[src/rtl/uart_pkg.sv]
// Shared UART types, oversampling constants and small helpers for the receive and transmit paths.
package uart_pkg;

   typedef enum logic [2:0] {
      IDLE   = 3'd0,
      START  = 3'd1,
      DATA   = 3'd2,
      PARITY = 3'd3,
      STOP   = 3'd4,
      BREAK  = 3'd5
   } rx_state_t;

   localparam int unsigned OVERSAMPLE = 16;

   // Mid-bit sample points and the tick at which each bit's vote is acted on.
   localparam logic [3:0] SAMPLE_TICK_A = 4'd7;
   localparam logic [3:0] SAMPLE_TICK_B = 4'd8;
   localparam logic [3:0] SAMPLE_TICK_C = 4'd9;
   localparam logic [3:0] DECIDE_TICK   = 4'd9;
   localparam logic [3:0] LAST_TICK     = 4'd15;

   function automatic logic majority3(input logic a, input logic b, input logic c);
      return (a & b) | (a & c) | (b & c);
   endfunction

   function automatic logic even_parity(input logic [7:0] d);
      return ^d;
   endfunction

endpackage

[src/rtl/uart_baud_tick.sv]
// Oversampling tick divider: counts 0..DIV-1 and emits a registered one-cycle tick at DIV-1.
// A synchronous clear restarts the count so ticks can be phase-aligned to an external event.
module uart_baud_tick #(
   parameter int unsigned DIV = 54
)(
   input  logic clk,
   input  logic reset,
   input  logic clr,
   output logic tick
);

   localparam int unsigned   CW       = (DIV > 1) ? $clog2(DIV) : 1;
   localparam logic [CW-1:0] LAST_CNT = CW'(DIV - 1);

   logic [CW-1:0] cnt_r;
   logic [CW-1:0] cnt_nxt_s;
   logic          tick_r;

   // Next count: clear wins, otherwise wrap at the last count.
   always_comb begin
      cnt_nxt_s = cnt_r;
      if (clr) begin
         cnt_nxt_s = {CW{1'b0}};
      end else if (cnt_r == LAST_CNT) begin
         cnt_nxt_s = {CW{1'b0}};
      end else begin
         cnt_nxt_s = cnt_r + CW'(1'b1);
      end
   end

   // Count register; tick is registered so it is high exactly while the count sits at DIV-1.
   always_ff @(posedge clk or posedge reset) begin
      if (reset) begin
         cnt_r  <= {CW{1'b0}};
         tick_r <= 1'b0;
      end else begin
         cnt_r  <= cnt_nxt_s;
         tick_r <= (cnt_nxt_s == LAST_CNT);
      end
   end

   assign tick = tick_r;

endmodule

[src/rtl/uart_rx_framer.sv]
// RS-232 receiver: 16x oversampling, 3-sample majority vote, start/stop validation, byte strobe.
// Define UART_RX_PARITY_EN for 8E1 framing with even-parity checking; otherwise 8N1.
module uart_rx_framer
   import uart_pkg::*;
#(
   parameter int unsigned CLK_FREQ = 100_000_000,
   parameter int unsigned BAUD     = 115200
)(
   input  logic       clk,
   input  logic       reset,
   input  logic       rs232_rx,
   output logic [7:0] rx_data,
   output logic       rx_valid,
   output logic       rx_frame_err,
   output logic       rx_parity_err,
   output logic       rx_busy
);

   localparam int unsigned DIV = CLK_FREQ / (BAUD * OVERSAMPLE);

`ifdef UART_RX_PARITY_EN
   localparam rx_state_t AFTER_DATA = PARITY;
`else
   localparam rx_state_t AFTER_DATA = STOP;
`endif

   logic       sync1_r, sync2_r, prev_r;
   logic       fall_s, tick_s, clr_s, vote_s;
   rx_state_t  state_r, state_nxt_s;
   logic [3:0] tick_cnt_r, tick_cnt_nxt_s;
   logic [2:0] bit_cnt_r, bit_cnt_nxt_s;
   logic [7:0] shift_r, shift_nxt_s;
   logic       s7_r, s7_nxt_s, s8_r, s8_nxt_s;
   logic [7:0] data_r, data_nxt_s;
   logic       valid_r, valid_nxt_s;
   logic       ferr_r, ferr_nxt_s;
   logic       busy_r;
`ifdef UART_RX_PARITY_EN
   logic       par_mis_r, par_mis_nxt_s;
   logic       perr_r, perr_nxt_s;
`endif

   // Two-flop synchronizer plus a delayed copy for falling-edge detection; idle level is 1.
   always_ff @(posedge clk or posedge reset) begin
      if (reset) begin
         sync1_r <= 1'b1;
         sync2_r <= 1'b1;
         prev_r  <= 1'b1;
      end else begin
         sync1_r <= rs232_rx;
         sync2_r <= sync1_r;
         prev_r  <= sync2_r;
      end
   end

   assign fall_s = prev_r & ~sync2_r;
   assign vote_s = majority3(s7_r, s8_r, sync2_r);

   uart_baud_tick #(
      .DIV (DIV)
   ) u_baud_tick (
      .clk   (clk),
      .reset (reset),
      .clr   (clr_s),
      .tick  (tick_s)
   );

   // Next-state and datapath decisions; the third vote sample is the live line at tick 9.
   always_comb begin
      state_nxt_s    = state_r;
      tick_cnt_nxt_s = tick_cnt_r;
      bit_cnt_nxt_s  = bit_cnt_r;
      shift_nxt_s    = shift_r;
      data_nxt_s     = data_r;
      valid_nxt_s    = 1'b0;
      ferr_nxt_s     = 1'b0;
      clr_s          = 1'b0;
`ifdef UART_RX_PARITY_EN
      par_mis_nxt_s  = par_mis_r;
      perr_nxt_s     = 1'b0;
`endif
      if (tick_s && (tick_cnt_r == SAMPLE_TICK_A)) begin
         s7_nxt_s = sync2_r;
      end else begin
         s7_nxt_s = s7_r;
      end
      if (tick_s && (tick_cnt_r == SAMPLE_TICK_B)) begin
         s8_nxt_s = sync2_r;
      end else begin
         s8_nxt_s = s8_r;
      end

      case (state_r)
         IDLE: begin
            if (fall_s) begin
               state_nxt_s    = START;
               tick_cnt_nxt_s = 4'd0;
               bit_cnt_nxt_s  = 3'd0;
               clr_s          = 1'b1;
            end else begin
               state_nxt_s = IDLE;
            end
         end
         START: begin
            if (tick_s) begin
               tick_cnt_nxt_s = tick_cnt_r + 4'd1;
               if ((tick_cnt_r == SAMPLE_TICK_C) && vote_s) begin
                  state_nxt_s    = IDLE;
                  tick_cnt_nxt_s = 4'd0;
               end else if (tick_cnt_r == LAST_TICK) begin
                  state_nxt_s = DATA;
               end else begin
                  state_nxt_s = START;
               end
            end else begin
               state_nxt_s = START;
            end
         end
         DATA: begin
            if (tick_s) begin
               tick_cnt_nxt_s = tick_cnt_r + 4'd1;
               if (tick_cnt_r == DECIDE_TICK) begin
                  shift_nxt_s = {vote_s, shift_r[7:1]};
               end else if (tick_cnt_r == LAST_TICK) begin
                  bit_cnt_nxt_s = bit_cnt_r + 3'd1;
                  if (bit_cnt_r == 3'd7) begin
                     state_nxt_s = AFTER_DATA;
                  end else begin
                     state_nxt_s = DATA;
                  end
               end else begin
                  shift_nxt_s = shift_r;
               end
            end else begin
               shift_nxt_s = shift_r;
            end
         end
`ifdef UART_RX_PARITY_EN
         PARITY: begin
            if (tick_s) begin
               tick_cnt_nxt_s = tick_cnt_r + 4'd1;
               if (tick_cnt_r == DECIDE_TICK) begin
                  par_mis_nxt_s = vote_s ^ even_parity(shift_r);
               end else if (tick_cnt_r == LAST_TICK) begin
                  state_nxt_s = STOP;
               end else begin
                  state_nxt_s = PARITY;
               end
            end else begin
               state_nxt_s = PARITY;
            end
         end
`endif
         STOP: begin
            if (tick_s) begin
               tick_cnt_nxt_s = tick_cnt_r + 4'd1;
               if (tick_cnt_r == DECIDE_TICK) begin
                  tick_cnt_nxt_s = 4'd0;
                  if (!vote_s) begin
                     ferr_nxt_s  = 1'b1;
                     state_nxt_s = BREAK;
`ifdef UART_RX_PARITY_EN
                  end else if (par_mis_r) begin
                     perr_nxt_s  = 1'b1;
                     state_nxt_s = IDLE;
`endif
                  end else begin
                     data_nxt_s  = shift_r;
                     valid_nxt_s = 1'b1;
                     state_nxt_s = IDLE;
                  end
               end else begin
                  state_nxt_s = STOP;
               end
            end else begin
               state_nxt_s = STOP;
            end
         end
         BREAK: begin
            // A line held low must return high before another start is accepted.
            if (sync2_r) begin
               state_nxt_s = IDLE;
            end else begin
               state_nxt_s = BREAK;
            end
         end
         default: begin
            state_nxt_s = IDLE;
         end
      endcase
   end

   // State, counters, shift register and registered outputs.
   always_ff @(posedge clk or posedge reset) begin
      if (reset) begin
         state_r    <= IDLE;
         tick_cnt_r <= 4'd0;
         bit_cnt_r  <= 3'd0;
         shift_r    <= 8'h00;
         s7_r       <= 1'b1;
         s8_r       <= 1'b1;
         data_r     <= 8'h00;
         valid_r    <= 1'b0;
         ferr_r     <= 1'b0;
         busy_r     <= 1'b0;
`ifdef UART_RX_PARITY_EN
         par_mis_r  <= 1'b0;
         perr_r     <= 1'b0;
`endif
      end else begin
         state_r    <= state_nxt_s;
         tick_cnt_r <= tick_cnt_nxt_s;
         bit_cnt_r  <= bit_cnt_nxt_s;
         shift_r    <= shift_nxt_s;
         s7_r       <= s7_nxt_s;
         s8_r       <= s8_nxt_s;
         data_r     <= data_nxt_s;
         valid_r    <= valid_nxt_s;
         ferr_r     <= ferr_nxt_s;
         busy_r     <= (state_nxt_s != IDLE);
`ifdef UART_RX_PARITY_EN
         par_mis_r  <= par_mis_nxt_s;
         perr_r     <= perr_nxt_s;
`endif
      end
   end

   assign rx_data      = data_r;
   assign rx_valid     = valid_r;
   assign rx_frame_err = ferr_r;
   assign rx_busy      = busy_r;
`ifdef UART_RX_PARITY_EN
   assign rx_parity_err = perr_r;
`else
   assign rx_parity_err = 1'b0;
`endif

endmodule

[config.mk]
export PLATFORM = sky130hd
export DESIGN_NAME = uart_rx_framer
export DESIGN_NICKNAME = d
export VERILOG_FILES = /design/src/rtl/uart_pkg.sv /design/src/rtl/uart_baud_tick.sv /design/src/rtl/uart_rx_framer.sv
export SDC_FILE = /design/constraint.sdc
export NUM_CORES = 1
export LEC_CHECK = 0
export CAP_MARGIN = 20
export CORE_MARGIN = 3
export CORE_UTILIZATION = 54
export DETAILED_ROUTE_END_ITERATION = 12
export PLACE_DENSITY = 0.84
export SLEW_MARGIN = 20
export SYNTH_ARGS = -nofsm -noshare
export SYNTH_HDL_FRONTEND = slang
export SYNTH_SLANG_ARGS = --single-unit
[constraint.sdc]
create_clock -name clk -period 3.3 [get_ports clk]
set_input_delay 0.33 -clock clk [delete_from_list [all_inputs] [get_ports clk]]
set_output_delay 0.33 -clock clk [all_outputs]
set_load 0.05 [all_outputs]
==> impl_metrics.env <==
export IMPL_status="finished clean"
export IMPL_fillCellCount=259
export IMPL_hold_end="sync2_r$_DFF_PP1_"
export IMPL_first_pass_iters=4
export IMPL_hp_class="reg2reg"
export IMPL_ant_nets=0
export IMPL_finalHoldViolCount=0
export IMPL_dieArea_um2=4260
export IMPL_multi_input_area_um2=805
export IMPL_use_met3=0.0479
export IMPL_ys_seq_elements=41
export IMPL_holdBufCountCts=0
export IMPL_slew_headroom=0.434
export IMPL_post_cts_buffers=0
export IMPL_cts_root_buf="clkbuf_4"
export IMPL_whs_ns=0.367
export IMPL_ctsResizeCount=0
export IMPL_synth_edff_count=0
export IMPL_cts_tree="done"
export IMPL_syn_inst=160
export IMPL_worst_slew_pin_slew_ns=0.848
export IMPL_endpoint_kind="flip-flop"
export IMPL_clk_path_buf_depth=2
export IMPL_synth_top_cell_area_share=0.475
export IMPL_grt_pass1_vias=1306
export IMPL_synthAdderAreaFrac=0.0515
export IMPL_fin_nets=185
export IMPL_grt_usage=0.184
export IMPL_stdcell_count=220
export IMPL_dp_cells=212
export IMPL_syn_area_per_cell_um2=11.8
export IMPL_power_leakage_nw=0.990
export IMPL_synth_async_reset_ratio=1.00
export IMPL_netlist_top_cells_count="dfrtp_1 (36), mux2_2 (19), nand2_1 (12), nor2_1 (12)"
export IMPL_dpl_worst_slack_ns=1.23
export IMPL_grt_ovfl_total=0
export IMPL_grt_most_used_layer="met2"
export IMPL_peakVddDrop_mv=0.471
export IMPL_r2r_start="state_r[1]$_DFF_PP0_"
export IMPL_vias_per_cell=5.52
export IMPL_whs_path_depth=0
export IMPL_clock_skew_ns=0.00742
export IMPL_routed_wl_um=3450
export IMPL_startpoint="state_r[1]$_DFF_PP0_"
export IMPL_post_route_min_period_ns=2.15
export IMPL_min_period_over_period=0.652
export IMPL_synth_area_um2=1900
export IMPL_htreeDepth=2
export IMPL_synth_most_common_cell="dfrtp_1"
export IMPL_synth_area_mux_share=0.123
export IMPL_die_h_um=65.2
export IMPL_synth_simple_gate_area_frac=0.150
export IMPL_grt_util_met1=0.231
export IMPL_layout_setup_ws_ns=1.15
export IMPL_yosys_warnings=0
export IMPL_dr_first_iter_drc_count=92
export IMPL_maxCapViolations=0
export IMPL_r2r_setup_slack_ns=1.15
export IMPL_cts_num_sinks=41
export IMPL_ios=15
export IMPL_drc=0
export IMPL_synth_fp_nets=170
export IMPL_finalMaxSlewViolations=0
export IMPL_rr_worst_depth=4
export IMPL_cts_buffers=5
export IMPL_yosys_cell_types_count=45
export IMPL_die_x_um=65.2
export IMPL_synth_xor_area_frac=0.0231
export IMPL_ys_seq_area_frac=0.545
export IMPL_critical_path_class="reg2reg"
export IMPL_core_um2=3200
export IMPL_grt_pass1_wl_um=5930
export IMPL_area_delta_synth_final_pct=13.1
export IMPL_fin_area_um2=2140
export IMPL_synth_compound_area_share=0.0739
export IMPL_n_antenna_cell=0
export IMPL_powerDensity_nw_per_um2=559
export IMPL_floorplan_rows=20
export IMPL_globalplace_congestion=0.853
export IMPL_synth_area_leaders="dfrtp_1 (48%), mux2_2 (11%), dfstp_2 (6.9%)"
export IMPL_dp_final_hpwl_um=2400
export IMPL_grt_max_degree=24
export IMPL_dpl_instance_area_um2=2060
export IMPL_use_met2=0.301
export IMPL_crit_required_ns=3.55
export IMPL_detail_route_wl_per_cell_um=15.7
export IMPL_synthFlopType="dfrtp_1"
export IMPL_synth_top_cell_by_area="dfrtp_1"
export IMPL_port_buffers=13
export IMPL_seqCellArea_um2=1030
export IMPL_vias=1215
export IMPL_synth_top_family_by_area="simple AND/OR/NAND/NOR gates"
export IMPL_setup_violations_final=0
export IMPL_rr_endpoint="bit_cnt_r[0]$_DFFE_PP0P_"
export IMPL_crit_path_max_fanout=12
export IMPL_antenna_found_initial=0
export IMPL_holdCritStartpoint="sync1_r$_DFF_PP1_"
export IMPL_drive_gt1_frac=0.216
export IMPL_startpoint_type="flip-flop"
export IMPL_initial_core_util=0.592
export IMPL_max_freq_ghz=0.465
export IMPL_crit_arrival_ns=2.40
export IMPL_tns_ns=0
export IMPL_path_clk_slew_ns=0.12
export IMPL_clock_latency_ns=0.35
export IMPL_rsz0062_at_grt="false"
-- cell type report --
cell class,count,share of cell area
Sequential cell,41,0.481
Multi-Input combinational cell,106,0.375
Timing Repair Buffer,14,0.0642
Tap cell,44,0.0257
Clock buffer,6,0.0239
Clock inverter,2,0.0175
Inverter,7,0.0123
-- worst max-delay path, cell delays in order (launching register included) --
cell and delay, ns:
dfrtp_1 0.61, nor3b_1 0.60, a21oi_1 0.15, a21oi_1 0.31, mux2_2 0.38
-- cell families (layout without fill, tap and decap cells) --
group / after synthesis / in the layout
other: 1 / 1
xor gates and xnor gates: 5 / 5
and+or+nand+nor: 51 / 51
muxes: 21 / 21
AOI/OAI and AO/OA: 20 / 20
DFF: 41 / 41
buffers and inverters: 13 / 29
adders and majority gates: 8 / 8
-- flip-flops by register name (all words and copies together), names as in the netlist --
| signal | flops |
|---|---|
| rx_frame_err | 1 |
| u_baud_tick.cnt_r | 6 |
| s7_r | 1 |
| u_baud_tick.tick | 1 |
| state_r | 3 |
| s8_r | 1 |
| tick_cnt_r | 4 |
| bit_cnt_r | 3 |
| rx_valid | 1 |
| rx_busy | 1 |
| shift_r | 8 |
| sync1_r | 1 |
| prev_r | 1 |
| rx_data | 8 |
| sync2_r | 1 |
-- per-stage QoR --
stage / total power [mW] / utilization
floorplan: 0.800 / -
global placement: 0.838 / 0.642
detailed placement: 0.859 / 0.642
CTS: 1.20 / 0.670
global route: 1.27 / 0.670
finish: 1.20 / 0.670
-- metal layers --
metal,routed length (µm),vias up,part of all wire
li1,-,589,-
met1,1530,595,0.44
met2,1740,22,0.50
met3,111,9,0.032
met4,73,0,0.021
met5,0,-,0
-- power breakdown --
part / total [mW] / internal [mW] / switching, mW
Sequential: 0.637 / 0.565 / 0.0718
Combinational: 0.220 / 0.100 / 0.120
Clock: 0.343 / 0.180 / 0.163
Total: 1.20 / 0.845 / 0.355
-- how the worst max path moves through the flow --
stage	endpoint	slack (ns)
2_1_floorplan	bit_cnt_r[0]$_DFFE_PP0P_	1.44
3_3_place_gp	bit_cnt_r[0]$_DFFE_PP0P_	1.28
3_5_place_dp	bit_cnt_r[0]$_DFFE_PP0P_	1.23
4_1_cts	bit_cnt_r[0]$_DFFE_PP0P_	1.17
5_1_grt	bit_cnt_r[0]$_DFFE_PP0P_	1.08
6_report	bit_cnt_r[0]$_DFFE_PP0P_	1.15
-- cells in the final DEF (no fill, tap or decap), types with 2 or more instances in the layout --
cell and n:
mux2i_1 2, nor2_1 12, nor3b_1 2, xor2_1 2
o21ai_0 3, dfrtp_1 36, or3b_1 2, nand4b_1 2
clkdlybuf4s50_1 13, nand2_1 12, clkbuf_4 5, ha_1 7
inv_1 7, xnor2_1 3, mux2_2 19, a21oi_1 5
a21o_1 2, o211ai_1 2, nand3_1 7, dfstp_2 5
(Power assumes the default switching activity.)
